### src/rtl/mem_arb_pkg.sv
// Shared state type, port indices and counter width for the memory arbiter.
package mem_arb_pkg;

  typedef enum logic [1:0] {
    IDLE,
    ACCESS,
    ACK
  } state_t;

  localparam logic PORT_IF = 1'b0;
  localparam logic PORT_D  = 1'b1;

  localparam int unsigned CNT_W = 4;

endpackage

### src/rtl/mem_arb_pick.sv
// Combinational winner select between the fetch and data ports.
// MEM_ARB_RR_EN defined: round-robin on conflict; undefined: data port always wins.
module mem_arb_pick
  import mem_arb_pkg::*;
(
  input  logic if_req,
  input  logic d_req,
  input  logic last_grant,
  output logic winner
);

`ifdef MEM_ARB_RR_EN
  always_comb begin
    winner = PORT_IF;
    if (if_req && d_req) begin
      winner = ~last_grant;
    end else if (d_req) begin
      winner = PORT_D;
    end
  end
`else
  // Fixed priority ignores the fetch request and the grant history.
  logic unused_pick;
  assign unused_pick = if_req ^ last_grant;

  always_comb begin
    winner = d_req ? PORT_D : PORT_IF;
  end
`endif

endmodule

### src/rtl/mem_arbiter.sv
// Two-port arbiter/sequencer for the single-ported main memory (fetch + load/store).
// Arbitration policy selected by MEM_ARB_RR_EN (see mem_arb_pick).
module mem_arbiter
  import mem_arb_pkg::*;
#(
  parameter int unsigned ADDR_W      = 16,
  parameter int unsigned DATA_W      = 16,
  parameter int unsigned WAIT_CYCLES = 1
) (
  input  logic              clk,
  input  logic              reset,
  input  logic              if_req,
  input  logic [ADDR_W-1:0] if_addr,
  output logic              if_ack,
  output logic [DATA_W-1:0] if_rdata,
  input  logic              d_req,
  input  logic              d_we,
  input  logic [ADDR_W-1:0] d_addr,
  input  logic [DATA_W-1:0] d_wdata,
  output logic              d_ack,
  output logic [DATA_W-1:0] d_rdata,
  output logic              mem_write,
  output logic [ADDR_W-1:0] mem_address,
  output logic [DATA_W-1:0] mem_writeData,
  input  logic [DATA_W-1:0] mem_data,
  output logic              busy
);

  localparam logic [CNT_W-1:0] CNT_LAST = CNT_W'(WAIT_CYCLES - 1);

  state_t            state;
  state_t            state_nx;
  logic [CNT_W-1:0]  cnt;
  logic              owner;
  logic              last_grant;
  logic              winner;
  logic              lat_we;
  logic [ADDR_W-1:0] lat_addr;
  logic [DATA_W-1:0] lat_wdata;

  mem_arb_pick u_pick (
    .if_req     (if_req),
    .d_req      (d_req),
    .last_grant (last_grant),
    .winner     (winner)
  );

  always_comb begin
    state_nx = state;
    case (state)
      IDLE:    if (if_req || d_req) state_nx = ACCESS;
      ACCESS:  if (cnt == CNT_LAST) state_nx = ACK;
      ACK:     state_nx = IDLE;
      default: state_nx = IDLE;
    endcase
  end

  always_comb begin
    mem_write = (state == ACCESS) && lat_we;
    if_ack    = (state == ACK) && (owner == PORT_IF);
    d_ack     = (state == ACK) && (owner == PORT_D);
    busy      = (state != IDLE);
  end

  assign mem_address   = lat_addr;
  assign mem_writeData = lat_wdata;

  always_ff @(posedge clk) begin
    if (reset) begin
      state      <= IDLE;
      cnt        <= '0;
      owner      <= PORT_IF;
      last_grant <= PORT_D;
      lat_we     <= 1'b0;
      lat_addr   <= '0;
      lat_wdata  <= '0;
      if_rdata   <= '0;
      d_rdata    <= '0;
    end else begin
      state <= state_nx;
      case (state)
        IDLE: begin
          if (if_req || d_req) begin
            owner      <= winner;
            last_grant <= winner;
            cnt        <= '0;
            if (winner == PORT_D) begin
              lat_addr  <= d_addr;
              lat_wdata <= d_wdata;
              lat_we    <= d_we;
            end else begin
              // Fetch keeps the previous write data on the bus; it is never written.
              lat_addr <= if_addr;
              lat_we   <= 1'b0;
            end
          end
        end
        ACCESS: begin
          cnt <= cnt + CNT_W'(1);
          if ((cnt == CNT_LAST) && !lat_we) begin
            if (owner == PORT_D) d_rdata <= mem_data;
            else                 if_rdata <= mem_data;
          end
        end
        default: ;
      endcase
    end
  end

endmodule

### config.mk
export PLATFORM = sky130hd
export DESIGN_NAME = mem_arbiter
export DESIGN_NICKNAME = d
export VERILOG_FILES = /design/src/rtl/mem_arb_pkg.sv /design/src/rtl/mem_arb_pick.sv /design/src/rtl/mem_arbiter.sv
export SDC_FILE = /design/constraint.sdc
export NUM_CORES = 1
export LEC_CHECK = 0
export BUFFER_PORTS_ARGS = -buffer_cell sky130_fd_sc_hd__buf_2
export CORE_MARGIN = 3
export CORE_UTILIZATION = 47
export DETAILED_ROUTE_END_ITERATION = 7
export GPL_TIMING_DRIVEN = 1
export HOLD_SLACK_MARGIN = 0.03
export PLACE_DENSITY = 0.9
export SLEW_MARGIN = 20
export SYNTH_ARGS = -nofsm -noshare
export SYNTH_HDL_FRONTEND = slang
export SYNTH_SLANG_ARGS = --single-unit
### constraint.sdc
create_clock -name clk -period 2.2 [get_ports clk]
set_clock_uncertainty 0.1 [all_clocks]
set_input_delay 0.44 -clock clk [delete_from_list [all_inputs] [get_ports clk]]
set_output_delay 0.44 -clock clk [all_outputs]
set_load 0.01 [all_outputs]
==> flow_metrics.tcl <==
set metrics [dict create \
    clk_path_buf_depth 2 \
    drt_iter0_drc 107 \
    io_buffers 136 \
    cts_resized 0 \
    antenna_found_initial 0 \
    dp.final_hpwl_mm 5.32 \
    power_density_mw_per_mm2 839 \
    netlist_instances 318 \
    multi_input_area_mm2 0.00149 \
    cts_tree "built" \
    vias 2721 \
    cts_setup_buffers 0 \
    crit_path_start_kind "flop" \
    p_switching_uw 866 \
    syn_area_mm2 0.00308 \
    drive_gt1_frac 0.381 \
    seq_power_share 0.432 \
    die_x_um 86.9 \
    cts-buffers-inserted 9 \
    r2r_start "cnt[0]" \
    stdcell_count 527 \
    crit_arrival_ns 1.52 \
    path_class "reg -> out" \
    ys.warnings.count 0 \
    hold_viol 0 \
    hp-start "d_wdata[14]" \
    combPwrFrac 0.162 \
    areaGrowthSynthToFinish_pct 31.2 \
    holdPathStages 3 \
    design.die.area_mm2 0.00755 \
    path_clk_slew_ns 0.08 \
    routedWlPerCell_um 14.3 \
    place_congestion 0.850 \
    wirelength_mm 7.55 \
    diodes 0 \
    tightest_slew_ns 0.776 \
    rows 28 \
    drc 0 \
    clockRootBuffer "clkbuf_8" \
    ctsHoldBuffers 0 \
    r2r_cells 5 \
    pin_count 137 \
    required_ns 1.66 \
    end_kind "output pin" \
    cts.sinks 72 \
    status "finished clean" \
    detail-route-antenna-nets 0 \
    core_mm2 0.00613 \
    peakVddDrop_uv 474 \
    p_leak_uw 0.00195 \
    worst-path-max-fanout 9 \
    synthesis.nets 389 \
    tns_ns 0 \
    placedCellCount 511 \
    nNetsFinal 518 \
    slew_headroom 0.483 \
    ys_types 38 \
    synth_edf_count 0 \
    grt_max_degree 60 \
    yosysSeqAreaShare 0.468 \
    synthFlopType "dfxtp_1" \
    async_reset_ff_frac 0 \
    finalCritPeriodShare 0.937 \
    grt_overflow 0 \
    clk_latency_ns 0.33 \
    ctsHtreeMaxLevel 3 \
    cap_violations 0 \
    initial_core_util 0.502 \
    setup_viol_count_final 0 \
    fill_cells 485 \
    ff_latch_area_mm2 0.00144 \
    grt_pass1_wl_mm 12.4 \
    maxSlewViolCount 0 \
    die_h_um 86.9 \
    internal_power_uw 2520 \
    clkPwrFrac 0.406 \
    ys_seq_elements 72 \
    rsz0062_at_grt "false" \
    hold_class "in -> reg" \
    fin_crit_ns 2.06 \
    gr-usage-all-layers 0.206 \
    critPathLaunch "state[0]" \
    first_global_vias 2706 \
    p_sw_frac 0.256 \
    syn_avg_cell_area_um2 9.68 \
    first_pass_iters 4 \
    timing.fmax_mhz 485 \
    post_drt_via_cell_ratio 5.16 \
]
==> Yosys cell counts (3+ instances only) <==
master    instances  area (µm²)
nand2_1          36         135
dfxtp_1          72        1440
nand2b_1         44         275
o211ai_1          3        22.5
a21oi_1          36         180
buf_2             6        30.0
clkbuf_1         14        52.6
or2b_2            4        35.0
inv_1             3        11.3
mux2i_1          48         480
nor3b_1           3        22.5
a211oi_1         16         120
==> power groups by stage <==
stage               Combinational, µW  Clock (µW)  Sequential [µW]
floorplan                         309           0             1520
global route                      608        1440             1480
detailed placement                550           0             1490
CTS                               553        1400             1460
finish                            549        1370             1460
global placement                  535           0             1490
==> worst paths after layout <==
check | to | slack, ns
min reg2reg | mem_writeData[10] | 0.35
min | mem_writeData[14] | 0.24
max reg2reg | if_rdata[11] | 0.38
max | mem_write | 0.14
==> layout by cell type (no fill, tap or decap), types with 2 or more instances in the layout <==
cell | Yosys | final
buf_2 | 6 | 136
dfxtp_1 | 72 | 72
mux2i_1 | 48 | 48
nand2b_1 | 44 | 44
a21oi_1 | 36 | 36
nand2_1 | 36 | 36
a211oi_1 | 16 | 16
clkbuf_8 | 1 | 9
buf_4 | 1 | 6
or2b_2 | 4 | 4
bufinv_16 | 0 | 4
inv_1 | 3 | 3
nor3b_1 | 3 | 3
o211ai_1 | 3 | 3
and2_1 | 2 | 2
nor2_2 | 2 | 2
nor2_1 | 2 | 2
nor3_1 | 2 | 2
nand3_1 | 2 | 2
ha_1 | 2 | 2
clkinvlp_4 | 0 | 2
==> metrics by stage <==
stage	power, µW	worst slack, ns	instance area (µm²)	utilization	hold WS, ns
floorplan	1830	0.409	3080	-	0.381
global placement	2020	0.430	3770	0.615	0.339
detailed placement	2040	0.373	3770	0.615	0.343
CTS	3410	0.135	4040	0.659	0.217
global route	3520	0.0756	4040	0.659	0.233
finish	3390	0.138	4040	0.659	0.239
==> kinds of logic (layout without fill, tap and decap cells) <==
logic type	Yosys count	count (layout)	synth area share
compound gates	59	59	0.113
xor+xnor	1	1	0.00285
fa+ha+maj	2	2	0.00813
buf+inv	28	162	0.0460
flops	72	72	0.468
mux	48	48	0.156
simple gates	108	108	0.205
==> final cells by class <==
cell class | instances | area share
clock buffer | 9 | 0.0307
multi-input combinational | 218 | 0.370
sequential | 72 | 0.357
timing repair buffer | 142 | 0.180
clock inverter | 7 | 0.0356
inverter | 4 | 0.00372
tap | 75 | 0.0232
==> critical path, cell delays in order (launching register included) <==
cell and delay [ns]:
dfxtp_1 0.52, nor2b_1 0.36, and2_1 0.18, buf_2 0.13
==> layer usage <==
metal	GRT usage	vias to the layer above	routed length (µm)
li1	-	1345	-
met1	0.260	1266	3250
met2	0.335	99	3600
met3	0.0501	11	594
met4	0.0878	0	103
met5	0	-	0
==> sequential cells by signal, summed over array words and instances (netlist names) <==
register / flops
state: 2
cnt: 4
if_rdata: 16
owner: 1
d_rdata: 16
lat_we: 1
mem_address: 16
mem_writeData: 16
No activity file was read; power rests on OpenSTA's default activity.
